$ cat src/rtl/regfile_scoreboard_if.sv
// Bundle for the register file / scoreboard: write-back port, decode read
// ports, issue request and hazard/status outputs.
// "master" drives the pipeline side (write-back and decode stages).
// "slave" is the register file itself.
interface regfile_scoreboard_if;
    logic        Reg_Write_flag_In;
    logic [4:0]  Dest_Reg_Addr_In;
    logic [31:0] Data_In;
    logic [4:0]  Rs1_Addr_In;
    logic [4:0]  Rs2_Addr_In;
    logic [31:0] Rs1_Data_Out;
    logic [31:0] Rs2_Data_Out;
    logic        Issue_Valid_In;
    logic [4:0]  Issue_Rd_In;
    logic        Issue_Writes_In;
    logic        Stall_Out;
    logic [31:0] Busy_Vector_Out;
    logic [5:0]  Pending_Count_Out;

    modport master (
        output Reg_Write_flag_In, Dest_Reg_Addr_In, Data_In,
        output Rs1_Addr_In, Rs2_Addr_In,
        output Issue_Valid_In, Issue_Rd_In, Issue_Writes_In,
        input  Rs1_Data_Out, Rs2_Data_Out,
        input  Stall_Out, Busy_Vector_Out, Pending_Count_Out
    );

    modport slave (
        input  Reg_Write_flag_In, Dest_Reg_Addr_In, Data_In,
        input  Rs1_Addr_In, Rs2_Addr_In,
        input  Issue_Valid_In, Issue_Rd_In, Issue_Writes_In,
        output Rs1_Data_Out, Rs2_Data_Out,
        output Stall_Out, Busy_Vector_Out, Pending_Count_Out
    );
endinterface

$ cat src/rtl/regfile_scoreboard.sv
// 32 x 32-bit register file with a pending-write scoreboard.
// x0 is hard-wired to zero and can never be marked busy.
// Optional macro RF_BYPASS_EN: a write-back in flight is forwarded to the
// read ports in the same cycle, and its register counts as not busy when the
// stall is computed. Without the macro, a hazard clears one cycle after the
// write-back.
module regfile_scoreboard (
    input  logic               Clk,
    input  logic               Rst_n,
    regfile_scoreboard_if.slave bus
);

    logic [31:0] regs_r [0:31];
    logic [31:0] busy_r;
    logic [5:0]  count_r;

    logic        wb_hit_s;
    logic [31:0] wb_mask_s;
    logic [31:0] busy_eff_s;
    logic        stall_s;
    logic        accept_s;
    logic [31:0] set_mask_s;
    logic [31:0] clr_mask_s;
    logic [31:0] busy_next_s;
    logic        set_new_s;
    logic        clr_net_s;
    logic [5:0]  count_next_s;
    logic [31:0] rd1_s;
    logic [31:0] rd2_s;

    // Hazard detection: effective busy bits (bypass-aware) and the stall
    always_comb begin
        wb_hit_s = bus.Reg_Write_flag_In && (bus.Dest_Reg_Addr_In != 5'd0);
`ifdef RF_BYPASS_EN
        if (wb_hit_s) begin
            wb_mask_s = 32'd1 << bus.Dest_Reg_Addr_In;
        end else begin
            wb_mask_s = 32'd0;
        end
`else
        wb_mask_s = 32'd0;
`endif
        busy_eff_s = busy_r & ~wb_mask_s;
        stall_s = Rst_n && bus.Issue_Valid_In &&
                  (busy_eff_s[bus.Rs1_Addr_In] || busy_eff_s[bus.Rs2_Addr_In] ||
                   (bus.Issue_Writes_In && busy_eff_s[bus.Issue_Rd_In]));
        accept_s = bus.Issue_Valid_In && !stall_s;
    end

    // Scoreboard next state: set on accepted issue wins over a same-register clear
    always_comb begin
        if (accept_s && bus.Issue_Writes_In && (bus.Issue_Rd_In != 5'd0)) begin
            set_mask_s = 32'd1 << bus.Issue_Rd_In;
        end else begin
            set_mask_s = 32'd0;
        end
        if (wb_hit_s) begin
            clr_mask_s = 32'd1 << bus.Dest_Reg_Addr_In;
        end else begin
            clr_mask_s = 32'd0;
        end
        busy_next_s = (busy_r & ~clr_mask_s) | set_mask_s;
        // Count only bits that actually change so the count tracks popcount
        set_new_s = |(set_mask_s & ~busy_r);
        clr_net_s = |(clr_mask_s & busy_r & ~set_mask_s);
        case ({set_new_s, clr_net_s})
            2'b10:   count_next_s = count_r + 6'd1;
            2'b01:   count_next_s = count_r - 6'd1;
            default: count_next_s = count_r;
        endcase
    end

    // Read ports: zero for x0 and during reset, optional same-cycle forwarding
    always_comb begin
        rd1_s = 32'd0;
        rd2_s = 32'd0;
        if (!Rst_n) begin
            rd1_s = 32'd0;
            rd2_s = 32'd0;
        end else begin
            if (bus.Rs1_Addr_In == 5'd0) begin
                rd1_s = 32'd0;
`ifdef RF_BYPASS_EN
            end else if (wb_hit_s && (bus.Dest_Reg_Addr_In == bus.Rs1_Addr_In)) begin
                rd1_s = bus.Data_In;
`endif
            end else begin
                rd1_s = regs_r[bus.Rs1_Addr_In];
            end
            if (bus.Rs2_Addr_In == 5'd0) begin
                rd2_s = 32'd0;
`ifdef RF_BYPASS_EN
            end else if (wb_hit_s && (bus.Dest_Reg_Addr_In == bus.Rs2_Addr_In)) begin
                rd2_s = bus.Data_In;
`endif
            end else begin
                rd2_s = regs_r[bus.Rs2_Addr_In];
            end
        end
    end

    // Register storage: write-back port, x0 writes discarded
    always_ff @(posedge Clk or negedge Rst_n) begin
        if (!Rst_n) begin
            for (int i = 0; i < 32; i++) begin
                regs_r[i] <= 32'd0;
            end
        end else if (wb_hit_s) begin
            regs_r[bus.Dest_Reg_Addr_In] <= bus.Data_In;
        end
    end

    // Scoreboard state: busy bits and pending-write count
    always_ff @(posedge Clk or negedge Rst_n) begin
        if (!Rst_n) begin
            busy_r  <= 32'd0;
            count_r <= 6'd0;
        end else begin
            busy_r  <= busy_next_s;
            count_r <= count_next_s;
        end
    end

    assign bus.Rs1_Data_Out      = rd1_s;
    assign bus.Rs2_Data_Out      = rd2_s;
    assign bus.Stall_Out         = stall_s;
    assign bus.Busy_Vector_Out   = busy_r;
    assign bus.Pending_Count_Out = count_r;

endmodule

$ cat src/flat_wrapper.sv
// flat-port wrapper written by rule: the top's interface ports become plain ports
module regfile_scoreboard_flat 
  (Clk, Rst_n, bus_Reg_Write_flag_In, bus_Dest_Reg_Addr_In, bus_Data_In, bus_Rs1_Addr_In, bus_Rs2_Addr_In, bus_Issue_Valid_In, bus_Issue_Rd_In, bus_Issue_Writes_In, bus_Rs1_Data_Out, bus_Rs2_Data_Out, bus_Stall_Out, bus_Busy_Vector_Out, bus_Pending_Count_Out);
  regfile_scoreboard_if bus_i ();
  input  logic Clk;
  input  logic Rst_n;
  input wire logic [$bits(bus_i.Reg_Write_flag_In)-1:0] bus_Reg_Write_flag_In;
  input wire logic [$bits(bus_i.Dest_Reg_Addr_In)-1:0] bus_Dest_Reg_Addr_In;
  input wire logic [$bits(bus_i.Data_In)-1:0] bus_Data_In;
  input wire logic [$bits(bus_i.Rs1_Addr_In)-1:0] bus_Rs1_Addr_In;
  input wire logic [$bits(bus_i.Rs2_Addr_In)-1:0] bus_Rs2_Addr_In;
  input wire logic [$bits(bus_i.Issue_Valid_In)-1:0] bus_Issue_Valid_In;
  input wire logic [$bits(bus_i.Issue_Rd_In)-1:0] bus_Issue_Rd_In;
  input wire logic [$bits(bus_i.Issue_Writes_In)-1:0] bus_Issue_Writes_In;
  output wire logic [$bits(bus_i.Rs1_Data_Out)-1:0] bus_Rs1_Data_Out;
  output wire logic [$bits(bus_i.Rs2_Data_Out)-1:0] bus_Rs2_Data_Out;
  output wire logic [$bits(bus_i.Stall_Out)-1:0] bus_Stall_Out;
  output wire logic [$bits(bus_i.Busy_Vector_Out)-1:0] bus_Busy_Vector_Out;
  output wire logic [$bits(bus_i.Pending_Count_Out)-1:0] bus_Pending_Count_Out;
  assign bus_i.Reg_Write_flag_In = bus_Reg_Write_flag_In;
  assign bus_i.Dest_Reg_Addr_In = bus_Dest_Reg_Addr_In;
  assign bus_i.Data_In = bus_Data_In;
  assign bus_i.Rs1_Addr_In = bus_Rs1_Addr_In;
  assign bus_i.Rs2_Addr_In = bus_Rs2_Addr_In;
  assign bus_i.Issue_Valid_In = bus_Issue_Valid_In;
  assign bus_i.Issue_Rd_In = bus_Issue_Rd_In;
  assign bus_i.Issue_Writes_In = bus_Issue_Writes_In;
  assign bus_Rs1_Data_Out = bus_i.Rs1_Data_Out;
  assign bus_Rs2_Data_Out = bus_i.Rs2_Data_Out;
  assign bus_Stall_Out = bus_i.Stall_Out;
  assign bus_Busy_Vector_Out = bus_i.Busy_Vector_Out;
  assign bus_Pending_Count_Out = bus_i.Pending_Count_Out;
  regfile_scoreboard u_core (.Clk(Clk), .Rst_n(Rst_n), .bus(bus_i));
endmodule
$ cat config.mk
export PLATFORM = sky130hd
export DESIGN_NAME = regfile_scoreboard_flat
export DESIGN_NICKNAME = d
export VERILOG_FILES = /design/src/rtl/regfile_scoreboard_if.sv /design/src/rtl/regfile_scoreboard.sv /design/src/flat_wrapper.sv
export SDC_FILE = /design/constraint.sdc
export NUM_CORES = 2
export LEC_CHECK = 0
export CORE_ASPECT_RATIO = 1.25
export CORE_UTILIZATION = 60
export DETAILED_ROUTE_END_ITERATION = 6
export DONT_BUFFER_PORTS = 1
export GPL_TIMING_DRIVEN = 0
export PLACE_DENSITY = 0.76
export SLEW_MARGIN = 15
export SYNTH_ARGS = -nofsm -noshare
export SYNTH_HDL_FRONTEND = slang
export SYNTH_SLANG_ARGS = --single-unit
$ cat constraint.sdc
create_clock -name Clk -period 6.9 [get_ports Clk]
set_input_delay 0.69 -clock Clk [delete_from_list [all_inputs] [get_ports Clk]]
set_output_delay 0.69 -clock Clk [all_outputs]
set_load 0.01 [all_outputs]
==> flow_summary.ini <==
[logic_synthesis]
yosysMostFrequentCell = mux2_2
netlist-cell-type-count = 63
yosysWarnings = 0
synth_edf_count = 0
syn-num-nets = 4031
synth_top_area_share = 0.462
syn_area_um2 = 57500
synth.yosys.seq_area_share = 0.462
synth_seq_cells = 1062
synth_area_leaders = dfrtp_1, mux2_2, mux4_2, mux2i_1, clkbuf_1
synthArstFlopShare = 1.00
yosys.area.top_type = dfrtp_1
synth.avg_cell_area_um2 = 14.5
synthTopCellsByCount = mux2_2, dfrtp_1, mux4_2
synthCells = 3968
synth_ff_type = dfrtp_1

[timing]
period_needed_ns = 6.44
hold_violations = 17
finalClockSkew_ns = 0.0146
fmax_mhz = 155
tightest_slew_ns = 2.16
fin_crit_sh = 0.933
hold_ws_ns = -0.146
fin_ws_ns = 0.465
setup_viol = 0
setup_tns_ns = 0
slew_violations = 263
rsz0062_at_grt = false
max_slew_margin = -0.440

[cells_and_area]
final_util = 0.669
layout.nets = 4164
drive_gt1_frac = 0.457
area_growth_pct = 10.2
stdcell_area_um2 = 63400

[global_route]
grt_pass1_vias = 42500
antenna_found_initial = 13
grt-ovfl-total = 0
grt_max_degree = 1070
grt_pass1_wl_um = 330000
grt_usage = 0.501

[floorplanning]
die_area_um2 = 97100
die_w_um = 279
die_h_um = 348
num_rows = 126
io_pins = 160
fp.coreArea_um2 = 94700
start_util = 0.607

[drt]
viasPerCell = 7.93
drt_wl_total_um = 241000
post_drt_wl_per_cell_um = 43.8
drtPass1Iterations = 7
drt_iter0_drc = 7441
route.detailed.drc = 3
num_vias = 43500
drtAntennaViolNets = 0

[critical_path]
worstPathArrival_ns = 5.75
path_max_fanout = 12
critPathRequiredTime_ns = 6.21
worst_setup_path_end_kind = output pin
critPathLaunchType = input pin
worst-setup-path-type = input pin to output pin

[clock_network]
cts_buffers = 107
root_buffer = clkbuf_16
htreeDepth = 3
cts_buffer_depth = 3
clk_pin_slew_ns = 0.06
clk_latency_ns = 0.73
cts_tree = done
cts.sinks = 1062
postCtsSetupRepairBufs = 0

[place]
placed_cell_area_um2 = 59500
place.gp.congestion = 1.07
pre_cts_ws_ns = 1.05
port_buffers = 0
dp_hpwl_um = 158000

[outcome]
violations = DRC, hold timing, capacitance limit, slew limit
status = finished with violations

[power]
leakagePower_nw = 27.1
worst_ir_drop_vdd_v = 0.000208
powerDensity_nw_per_um2 = 295

[job]
max_cap_viol_count = 2

[worst_hold_path]
hp-class = input pin to async pin
## final cells by class
class | instances | area, µm²
fill | 6760 | 31400
multi-input combinational | 2429 | 29100
sequential | 1062 | 26600
clock buffer | 156 | 3100
buffer | 456 | 1930
tap | 1280 | 1600
clock inverter | 39 | 514
timing repair buffer | 24 | 419
inverter | 21 | 78.8
antenna | 25 | 62.6
## critical path: stages
cell      delay, ns
buf_2          0.17
clkbuf_1       0.59
buf_1          0.66
buf_2          0.79
clkbuf_1       1.06
mux4_2         0.43
a211oi_1       0.11
a211oi_1       1.21
## logic make-up after synthesis
| group | count (synthesis) | share of synthesized area |
|---|---|---|
| compound gates | 428 | 0.0549 |
| flops | 1062 | 0.462 |
| buf+inv | 477 | 0.0329 |
| mux | 1747 | 0.427 |
| xor+xnor | 6 | 0.000914 |
| fa+ha+maj | 6 | 0.00144 |
| simple gates | 242 | 0.0211 |
## flip-flops by register name, indices dropped and copies added, names as in the netlist
signal,flops
u_core.bus.Busy_Vector_Out,32
u_core.bus.Pending_Count_Out,6
u_core.regs_r,1024
## routing by layer
metal / global-route usage / part of all wire / vias up
met5: 0.0201 / 0.0020 / -
met4: 0.405 / 0.10 / 16
met3: 0.242 / 0.15 / 1235
met2: 0.700 / 0.42 / 4041
met1: 0.585 / 0.32 / 22600
li1: - / - / 15700
## what timing repair did
| item | CTS | global route |
|---|---|---|
| endpoints found under the setup margin | 0 | 0 |
| resized for setup | 0 | 0 |
| hold endpoints to repair | 1062 | 0 |
## final timing paths
path,startpoint,to,slack (ns),depth (start not counted)
max,bus_Rs1_Addr_In[1],bus_Rs1_Data_Out[0],0.46,8
min,Rst_n,u_core.bus.Busy_Vector_Out[26],-0.15,1
max reg2reg,u_core.bus.Busy_Vector_Out[24],u_core.bus.Pending_Count_Out[5],1.80,19
min reg2reg,u_core.regs_r[1014],u_core.regs_r[1014],0.48,1
max in group asynchronous,Rst_n,u_core.regs_r[140],4.11,3
min in group Clk,bus_Data_In[28],u_core.regs_r[28],0.11,1
## stage by stage
step / cells / power [mW]
after floorplan: 3968 / 11.0
final: 5492 / 18.7
after global routing: 5468 / 19.1
after detailed placement: 5266 / 12.3
after CTS: 5461 / 18.3
after global placement: 5248 / 12.1
## cell usage in the layout (no fill, tap or decap), drive strengths merged, types with 36 or more instances in the layout
master / synthesis / routed
o221ai: 56 / 56
a221oi: 50 / 50
mux2: 1069 / 1069
nor2: 66 / 66
buf: 113 / 135
a21oi: 36 / 36
o21ai: 40 / 40
a211oi: 60 / 60
dfrtp: 1062 / 1062
clkbuf: 343 / 501
mux2i: 222 / 222
nand2: 53 / 53
o22ai: 78 / 78
mux4: 456 / 456
## where the power goes
group / internal [mW] / switching (mW)
logic: 2.22 / 1.86
clock network: 3.52 / 2.66
registers: 7.42 / 1.03
No activity file was read; power rests on OpenSTA's default activity.
